`config.mk`:
```
export PLATFORM = sky130hd
export DESIGN_NAME = multicycle_controller
export DESIGN_NICKNAME = d
export VERILOG_FILES = /design/src/rtl/simple_ctrl_pkg.sv /design/src/rtl/simple_ctrl_decode.sv /design/src/rtl/multicycle_controller.sv
export SDC_FILE = /design/constraint.sdc
export NUM_CORES = 1
export LEC_CHECK = 0
export CORE_AREA = 2 2 82 68
export CTS_CLUSTER_SIZE = 16
export DETAILED_ROUTE_END_ITERATION = 8
export DIE_AREA = 0 0 84 70
export PLACE_DENSITY = 0.74
export SYNTH_ARGS = -nofsm -noshare
export SYNTH_HDL_FRONTEND = slang
export SYNTH_SLANG_ARGS = --single-unit
```
`constraint.sdc`:
```
create_clock -name clock -period 1.85 [get_ports clock]
set_clock_uncertainty 0.05 [all_clocks]
set_input_delay 0.2775 -clock clock [delete_from_list [all_inputs] [get_ports clock]]
set_output_delay 0.2775 -clock clock [all_outputs]
set_load 0.05 [all_outputs]
```
`src/rtl/simple_ctrl_pkg.sv`:
```
// Shared encodings for the SIMPLE multi-cycle controller: opcode fields,
// branch condition codes, FSM state codes and the one-hot phase values.
package simple_ctrl_pkg;

    // op1 major opcode
    localparam logic [1:0] OP1_LD  = 2'b00;
    localparam logic [1:0] OP1_ST  = 2'b01;
    localparam logic [1:0] OP1_BR  = 2'b10;
    localparam logic [1:0] OP1_ALU = 2'b11;

    // op2 sub-opcode within the op1=10 group
    localparam logic [2:0] OP2_LI    = 3'b000;
    localparam logic [2:0] OP2_B     = 3'b100;
    localparam logic [2:0] OP2_BCOND = 3'b111;

    // condition codes for the conditional branch
    localparam logic [2:0] COND_BE  = 3'b000;
    localparam logic [2:0] COND_BLT = 3'b001;
    localparam logic [2:0] COND_BLE = 3'b010;
    localparam logic [2:0] COND_BNE = 3'b011;

    // op3 ALU function codes that need special handling
    localparam logic [3:0] OP3_CMP = 4'b0101;
    localparam logic [3:0] OP3_IN  = 4'b1100;
    localparam logic [3:0] OP3_OUT = 4'b1101;
    localparam logic [3:0] OP3_HLT = 4'b1111;

    // FSM state codes
    localparam logic [2:0] ST_IDLE = 3'd0;
    localparam logic [2:0] ST_P1   = 3'd1;
    localparam logic [2:0] ST_P2   = 3'd2;
    localparam logic [2:0] ST_P3   = 3'd3;
    localparam logic [2:0] ST_P4   = 3'd4;
    localparam logic [2:0] ST_P5   = 3'd5;
    localparam logic [2:0] ST_HALT = 3'd6;

    // one-hot phase indication, zero outside P1..P5
    localparam logic [4:0] PH_NONE = 5'b00000;
    localparam logic [4:0] PH_P1   = 5'b00001;
    localparam logic [4:0] PH_P2   = 5'b00010;
    localparam logic [4:0] PH_P3   = 5'b00100;
    localparam logic [4:0] PH_P4   = 5'b01000;
    localparam logic [4:0] PH_P5   = 5'b10000;

    // Map an FSM state onto its one-hot phase code.
    function automatic logic [4:0] phase_of(input logic [2:0] st);
        case (st)
            ST_P1:   return PH_P1;
            ST_P2:   return PH_P2;
            ST_P3:   return PH_P3;
            ST_P4:   return PH_P4;
            ST_P5:   return PH_P5;
            default: return PH_NONE;
        endcase
    endfunction

endpackage

```
`src/rtl/simple_ctrl_decode.sv`:
```
// Purely combinational instruction decoder for the SIMPLE core. Produces the
// unqualified control levels and the branch-taken decision; the controller
// top gates them with the current phase.
module simple_ctrl_decode
    import simple_ctrl_pkg::*;
#(
    parameter int INSTR_W = 16
) (
    input  logic [INSTR_W-1:0] instr,
    input  logic [3:0]         flags,
    output logic               is_ld,
    output logic               is_st,
    output logic               mem_to_reg,
    output logic               reg_dst,
    output logic               alu_src,
    output logic               reg_write,
    output logic               out_op,
    output logic               halt_op,
    output logic               taken
);

    logic [1:0] op1_s;
    logic [2:0] op2_s;
    logic [2:0] cond_s;
    logic [3:0] op3_s;
    logic       nop_s;
    logic       is_alu_s;
    logic       is_li_s;
    logic       is_in_s;
    logic       flag_s_s;
    logic       flag_z_s;
    logic       flag_v_s;
    logic       cond_ok_s;
    logic       flag_c_unused_s;

    assign op1_s  = instr[INSTR_W-1 -: 2];
    assign op2_s  = instr[INSTR_W-3 -: 3];
    assign cond_s = instr[INSTR_W-6 -: 3];
    assign op3_s  = instr[7:4];

    // The all-zero word shares the LD encoding but must behave as a NOP.
    assign nop_s    = (instr == {INSTR_W{1'b0}});
    assign is_alu_s = (op1_s == OP1_ALU);
    assign is_li_s  = (op1_s == OP1_BR) && (op2_s == OP2_LI);
    assign is_in_s  = is_alu_s && (op3_s == OP3_IN);

    // flags = {S,Z,C,V}; carry plays no part in branch conditions
    assign flag_s_s        = flags[3];
    assign flag_z_s        = flags[2];
    assign flag_c_unused_s = flags[1];
    assign flag_v_s        = flags[0];

    assign is_ld      = (op1_s == OP1_LD) && !nop_s;
    assign is_st      = (op1_s == OP1_ST);
    assign mem_to_reg = is_ld || is_li_s || is_in_s;
    assign reg_dst    = (op1_s != OP1_LD);
    assign alu_src    = is_alu_s && (op3_s[3:2] == 2'b10);
    assign out_op     = is_alu_s && (op3_s == OP3_OUT);
    assign halt_op    = is_alu_s && (op3_s == OP3_HLT);
    assign reg_write  = !nop_s && (is_ld || is_li_s ||
                        (is_alu_s && (op3_s != OP3_CMP) && (op3_s != OP3_OUT) && (op3_s != OP3_HLT)));

    // Evaluate the conditional-branch predicate from the flag register.
    always_comb begin
        cond_ok_s = 1'b0;
        case (cond_s)
            COND_BE:  cond_ok_s = flag_z_s;
            COND_BLT: cond_ok_s = flag_s_s ^ flag_v_s;
            COND_BLE: cond_ok_s = flag_z_s | (flag_s_s ^ flag_v_s);
            COND_BNE: cond_ok_s = !flag_z_s;
            default:  cond_ok_s = 1'b0;
        endcase
    end

    assign taken = (op1_s == OP1_BR) &&
                   ((op2_s == OP2_B) || ((op2_s == OP2_BCOND) && cond_ok_s));

endmodule

```
`src/rtl/multicycle_controller.sv`:
```
// Five-phase multi-cycle sequencer for the SIMPLE core: run/halt FSM, exec
// rising-edge detector, phase-qualified control strobes and a retired
// instruction counter.
// Optional build macro MCTRL_PHASE_SKIP_EN: when defined, instructions with no
// data-memory access skip P4 (P3 goes straight to P5).
module multicycle_controller
    import simple_ctrl_pkg::*;
#(
    parameter int INSTR_W = 16,
    parameter int CNT_W   = 32
) (
    input  logic               clock,
    input  logic               reset,
    input  logic               exec,
    input  logic [INSTR_W-1:0] instr,
    input  logic [3:0]         flags,
    output logic               ir_load,
    output logic               pc_inc,
    output logic               mem_read,
    output logic               mem_write,
    output logic               RegWrite,
    output logic               MemtoReg,
    output logic               RegDst,
    output logic               ALUSrc,
    output logic               PCSrc,
    output logic               out_en,
    output logic               halted,
    output logic [4:0]         phase,
    output logic [CNT_W-1:0]   retired
);

    logic [2:0]       state_r;
    logic [2:0]       state_nxt_s;
    logic             exec_q_r;
    logic             exec_rise_s;
    logic [CNT_W-1:0] retired_r;
    logic [4:0]       phase_s;
    logic             level_en_s;

    logic dec_is_ld_s;
    logic dec_is_st_s;
    logic dec_mem_to_reg_s;
    logic dec_reg_dst_s;
    logic dec_alu_src_s;
    logic dec_reg_write_s;
    logic dec_out_op_s;
    logic dec_halt_op_s;
    logic dec_taken_s;

    simple_ctrl_decode #(
        .INSTR_W (INSTR_W)
    ) u_decode (
        .instr      (instr),
        .flags      (flags),
        .is_ld      (dec_is_ld_s),
        .is_st      (dec_is_st_s),
        .mem_to_reg (dec_mem_to_reg_s),
        .reg_dst    (dec_reg_dst_s),
        .alu_src    (dec_alu_src_s),
        .reg_write  (dec_reg_write_s),
        .out_op     (dec_out_op_s),
        .halt_op    (dec_halt_op_s),
        .taken      (dec_taken_s)
    );

    // Only a fresh 0->1 on exec may leave HALT; a level held high does not.
    assign exec_rise_s = exec && !exec_q_r;

    // Next-state logic; once P1 is entered the instruction always runs to P5.
    always_comb begin
        state_nxt_s = state_r;
        case (state_r)
            ST_IDLE: begin
                if (exec) begin
                    state_nxt_s = ST_P1;
                end else begin
                    state_nxt_s = ST_IDLE;
                end
            end
            ST_P1: state_nxt_s = ST_P2;
            ST_P2: state_nxt_s = ST_P3;
            ST_P3: begin
`ifdef MCTRL_PHASE_SKIP_EN
                if (dec_is_ld_s || dec_is_st_s) begin
                    state_nxt_s = ST_P4;
                end else begin
                    state_nxt_s = ST_P5;
                end
`else
                state_nxt_s = ST_P4;
`endif
            end
            ST_P4: state_nxt_s = ST_P5;
            ST_P5: begin
                if (dec_halt_op_s) begin
                    state_nxt_s = ST_HALT;
                end else if (exec) begin
                    state_nxt_s = ST_P1;
                end else begin
                    state_nxt_s = ST_IDLE;
                end
            end
            ST_HALT: begin
                if (exec_rise_s) begin
                    state_nxt_s = ST_P1;
                end else begin
                    state_nxt_s = ST_HALT;
                end
            end
            default: state_nxt_s = ST_IDLE;
        endcase
    end

    // State, exec history and retired-instruction count (wraps naturally).
    always_ff @(posedge clock or posedge reset) begin
        if (reset) begin
            state_r   <= ST_IDLE;
            exec_q_r  <= 1'b0;
            retired_r <= {CNT_W{1'b0}};
        end else begin
            state_r  <= state_nxt_s;
            exec_q_r <= exec;
            if (state_r == ST_P5) begin
                retired_r <= retired_r + CNT_W'(1);
            end else begin
                retired_r <= retired_r;
            end
        end
    end

    // All outputs derive from registered state, so reset clears them at once.
    assign phase_s    = phase_of(state_r);
    assign level_en_s = |phase_s[4:1];

    assign phase     = phase_s;
    assign halted    = (state_r == ST_HALT);
    assign retired   = retired_r;
    assign ir_load   = phase_s[0];
    assign pc_inc    = phase_s[0];
    assign mem_read  = phase_s[3] && dec_is_ld_s;
    assign mem_write = phase_s[3] && dec_is_st_s;
    assign RegWrite  = phase_s[4] && dec_reg_write_s;
    assign PCSrc     = phase_s[4] && dec_taken_s;
    assign out_en    = phase_s[4] && dec_out_op_s;
    assign MemtoReg  = level_en_s && dec_mem_to_reg_s;
    assign RegDst    = level_en_s && dec_reg_dst_s;
    assign ALUSrc    = level_en_s && dec_alu_src_s;

endmodule

```
Yosys cells after proc, flatten, opt, wreduce, memory -nomap -nowiden:

Index checks and enable logic that the tools add are counted.

* output and inout bits: 48
* input port bits: 23
* flip-flop bits (word level): 36

* eq/ne operators: 21
* add/subtract/negate cells: 1
* reductions and logical operators: 35
* bitwise logic cells: 2
* multiplexer cells: 6

Operators with widths (number)
* adder 32 x 1 -> 32 bit, second input constant: 1
* case mux 5 bit (5 select lines): 1
* logical AND 1 bit: 21
* case mux 3 bit (7 select lines): 1
* zero test 16 bit: 1
* equality test 3 bit, second input constant: 5
* equality test 3 x 2 -> 1 bit, second input constant: 4
* equality test 4 bit, second input constant: 3
* zero test 3 bit: 3
* inequality test 4 bit, second input constant: 2
* equality test 2 bit, second input constant: 3
* equality test 3 x 1 -> 1 bit, second input constant: 2
* 2-to-1 mux 3 bit: 2
* logical OR 1 bit: 4
* inequality test 4 x 3 -> 1 bit, second input constant: 1
* case mux 1 bit (4 select lines): 1
* OR reduction 4 bit: 1
* zero test 1 bit: 3
* equality test 2 x 1 -> 1 bit, second input constant: 1
* zero test 2 bit: 1
* nonzero test 2 bit: 1
* 2-to-1 mux 1 bit: 1
* OR 1 bit: 1
* bitwise XOR 1 bit: 1

Longest topological paths before layout:

* word-level depth: 7
* gate-level depth with buffers: 8
* mapped depth without buffers: 7

By module:

A second synthesis with hierarchy kept.

* cell total of the unflattened synthesis: 198
* area total of the unflattened synthesis: 1989.4 um^2

Modules (own cells, without submodules)
* multicycle_controller: area each 1799.2 um^2, cells an instance 165, times used 1, seq. area each 900.9 um^2
* simple_ctrl_decode: area each 190.2 um^2, cells an instance 33, times used 1, seq. area each 0.0 um^2

Worst setup path after synthesis:

No wires, ideal clock.

* kind: flip-flop to output port
* from: register state_r[2]
* to: output port mem_read
* slack: -708 ps
* stages on the path, launching flop included: 5
* required time: 1522 ps
* data arrival time: 2230 ps
* path through: dfrtp_1 buf_4 nor2b_1 nand2b_1 nor4_1

* word-level cells in the longest chain between the ends: 3
* elaborated cells between the ends (all ways): 7
* classes of those cells: eq/ne: 5; mux: 1; reduce/logical: 1

RTL lines
* start: declaration: RTL line multicycle_controller.sv:32 `logic [2:0] state_r;`
* start signal: assignment: RTL line multicycle_controller.sv:121 `state_r <= state_nxt_s;`
* equality test 3 bit (tied with other cells): RTL line simple_ctrl_pkg.sv:47 `case (st)`
* case mux 5 bit (5 select lines) *: RTL line simple_ctrl_pkg.sv:47
* logical AND 1 bit *: RTL line multicycle_controller.sv:140 `assign mem_read = phase_s[3] && dec_is_ld_s;`
* end: declaration: RTL line multicycle_controller.sv:19 `output logic mem_read,`

Mark *: on every way between the ends. The rest lies on a longest branch, timed or not.

Final worst setup path:

* from: input port instr[10]
* to: output port MemtoReg

* word-level cells in the longest chain between the ends: 6

RTL lines
* start: declaration: RTL line multicycle_controller.sv:15 `input logic [INSTR_W-1:0] instr,`
* zero test 16 bit: RTL line simple_ctrl_decode.sv:42 `assign nop_s = (instr == {INSTR_W{1'b0}});`
* zero test 1 bit: RTL line simple_ctrl_decode.sv:53 `assign is_ld = (op1_s == OP1_LD) && !nop_s;`
* logical AND 1 bit: RTL line simple_ctrl_decode.sv:53
* logical OR 1 bit (2 in series): RTL line simple_ctrl_decode.sv:55 `assign mem_to_reg = is_ld || is_li_s || is_in_s;`
* logical AND 1 bit: RTL line multicycle_controller.sv:145 `assign MemtoReg = level_en_s && dec_mem_to_reg_s;`
* end: declaration: RTL line multicycle_controller.sv:22 `output logic MemtoReg,`

No other way between the ends.

==> summary.txt <==
Placed design
  – Dpl ws: -739 ps
  – HPWL Detailed: just under 4 mm
  – IO buf count: roughly 70
  – Routability cong.: about 0.83

Critical path
  – Critical Path RT: between 1500 and 2000 ps
  – WP buf/inv: 2
  – CP startpoint kind: input pin
  – WP data arrival: roughly 1800 ps
  – Max stage delay on crit path: around 520 ps
  – Kind of critical path: input pin to output port
  – CP max stage cell: or4_4
  – CP Capture Type: output port
  – Cell mode on critical path: buf_6
  – CP max FO: 2
  – Largest delay share family, worst path: simple AND/OR/NAND/NOR gates
  – Critical Path, Cell by Cell: buf_6, or4_4, or3_4, o41ai_4, a21oi_2, buf_6

STA
  – Final hold vios: 0
  – RSZ-0062 raised after global routing: yes
  – Minimum clock period: around 2100 ps
  – Setup TNS: -865 ps
  – Fin crit share: 1.16
  – Worst-Margin Slew: approximately 450 ps
  – Endpoints failing setup: 3
  – Worst setup margin: -294 ps
  – Fin. max-slew vios: 0
  – Worst slew margin: 0.699
  – Fmax: ~470 MHz

GRT
  – Largest net degree at the start of global routing: 37
  – Vias in the first global route: ~1.8k
  – First-pass GRT wire length: ~8.7 mm
  – Tot GR Track Use: 0.185
  – GR Overflow Total: 0
  – Antenna violations before repair: 0

Outcome
  – Status: complete, but fails checks
  – Failing checks: setup timing

Detailed routing
  – Drt drc: 0
  – Post-Route WL: 5.28 mm
  – DR WL/cell: approximately 15 um
  – DR iter-0 viols: 46
  – Detail Route Antenna Nets: 0
  – DRT Pass-1 Iters: 4
  – DR vias: about 1.8k
  – Number of vias per cell: ~5.0

Pwr
  – Leakage power: between 1.5 and 2 nW
  – Max IR drop VDD: between 1000 and 1500 uV
  – Power Total: about 3.4 mW
  – Power Dens Cells: about 1100 nW/um2

CTS
  – H-tree level count: 2
  – Post-CTS Hold Buffers: 0
  – CTS tree: built
  – Clock buffer depth: 2
  – Clk Latency, worst-skew pair: 290 ps
  – CTS clk-pin slew, worst paths: approximately 70 ps
  – Total CTS buffers: 5
  – Sink Count: 36
  – Root buf cell: clkbuf_8

Die
  – Total die area: around 5900 um2
  – Top-level port count: 71
  – Row count: 24
  – Die Wd: 84 um
  – Height of the chip: 70 um
  – Core footprint: approximately 5200 um2
  – Initial Util: 0.380

Yosys
  – Synthesis-stage register bit count: 36
  – Largest cells by area after synthesis: dfrtp_1 (46%), xor2_1 (11%), and3_1 (3.8%)
  – Post-Syn Instances: 200
  – Synth Cell Area: 1970 um2
  – Avg Inst Size Synth: 9.86 um2
  – Sequential fraction of the synthesis area: 0.457
  – Mapped Nets: about 220
  – Post-synth top area share: 0.457
  – Distinct cells, synth: 39
  – YS warnings: 0
  – Area leader, netlist: dfrtp_1

Final layout
  – Final nets: about 320
  – Most common cell after layout, fill and taps aside: buf_4
  – Ratio of cells with drive above 1 in the final layout: 0.390
  – Antenna Diode Count: 0
  – Commonest non-fill, non-tap cells in the layout: buf_4 (58), dfrtp_1 (34), xor2_1 (25)
  – Area delta synth->final: 61.8%

Job
  – # Max-Cap Violations: 0

Hold path
  – Worst hold path type: input pin to asynchronous set/reset pin
stage by stage:
stage	cells	instance area, um2	hold WS [ps]	utilization
finish	360	3190	337	0.614
global route	360	3190	409	0.614
CTS	356	3100	350	0.596
detailed placement	347	2940	431	0.566
global placement	347	2940	408	0.566
floorplan	200	2020	259	-
cell usage after synthesis:
library cell and n:
ha_1 1, inv_2 1, nor2_1 13, xnor2_1 8
nand4_4 2, and3_1 12, a21o_1 1, nor3b_1 2
nor2_2 1, o21a_1 1, xor2_1 25, or4_1 1
a21oi_1 3, inv_1 7, nor4_1 9, nor3_1 9
nand3_1 8, buf_6 1, a22o_1 1, nand2_1 16
clkbuf_1 1, nor4_2 1, mux2_2 1, or3_1 3
and4b_1 1, nor2b_1 2, o21ai_0 2, and4_1 3
buf_4 4, o41ai_1 1, o211ai_1 1, nand4_1 8
nand2b_1 3, dfrtp_1 36, and2_1 3, a221o_1 1
a31oi_1 4, buf_1 1, nand3b_1 2
power by group:
| group | switching (mW) | internal, mW | total, mW |
|---|---|---|---|
| clock | 0.258 | 0.331 | 0.589 |
| combinational | 1.03 | 0.808 | 1.84 |
| sequential | 0.115 | 0.874 | 0.989 |
| total | 1.41 | 2.01 | 3.42 |
worst register-to-register path, delay by kind of cell (launching register included):
family,cells,cell delay (ps)
flip-flops,1,420
XOR/XNOR,1,190
AND/OR/NAND/NOR,3,1050
registers in the layout (all words and copies together) (netlist names):
| signal | cells |
|---|---|
| state_r | 3 |
| exec_q_r | 1 |
| retired | 32 |
worst paths after layout:
check                            startpoint          end  slack (ps)  depth (start not counted)
worst max-delay path              instr[10]     MemtoReg        -290                          6
worst min-delay path                  reset   retired[6]         340                          3
worst max register to register   retired[8]  retired[25]          70                          4
worst min register to register  retired[31]  retired[31]         430                          1
max in group asynchronous             reset   state_r[2]        1060                          3
min in group clock              retired[31]  retired[31]         430                          1
per-layer routing:
| metal | part of all wire | up-vias | global-route usage |
|---|---|---|---|
| met5 | 0 | - | 0 |
| met4 | 0.0091 | 0 | 0.0484 |
| met3 | 0.036 | 6 | 0.0426 |
| met2 | 0.51 | 35 | 0.300 |
| met1 | 0.45 | 864 | 0.251 |
| li1 | - | 898 | - |
kinds of logic (layout without fill, tap and decap cells):
family / after synthesis / in the layout / synth area share
xor gates and xnor gates: 33 / 33 / 0.147
buffers and inverters: 15 / 110 / 0.0400
muxes: 1 / 1 / 0.00571
adders and majority gates: 1 / 1 / 0.00634
AOI/OAI and AO/OA: 15 / 15 / 0.0508
and+or+nand+nor: 99 / 99 / 0.294
DFF: 36 / 36 / 0.457
final cells by class:
type | count | area [um2]
Clock buffer | 7 | 96.3
Tap cell | 65 | 81.3
Timing Repair Buffer | 95 | 947
Sequential cell | 36 | 903
Multi-Input combinational cell | 149 | 1130
Fill cell | 450 | 2000
Inverter | 8 | 30.0
timing repair:
action	CTS	global route
setup buffers	2	4
setup endpoints to repair	6	10
hold endpoints to repair	0	0
pin swaps	10	11
resized for setup	38	14
(Power assumes the default switching activity.)
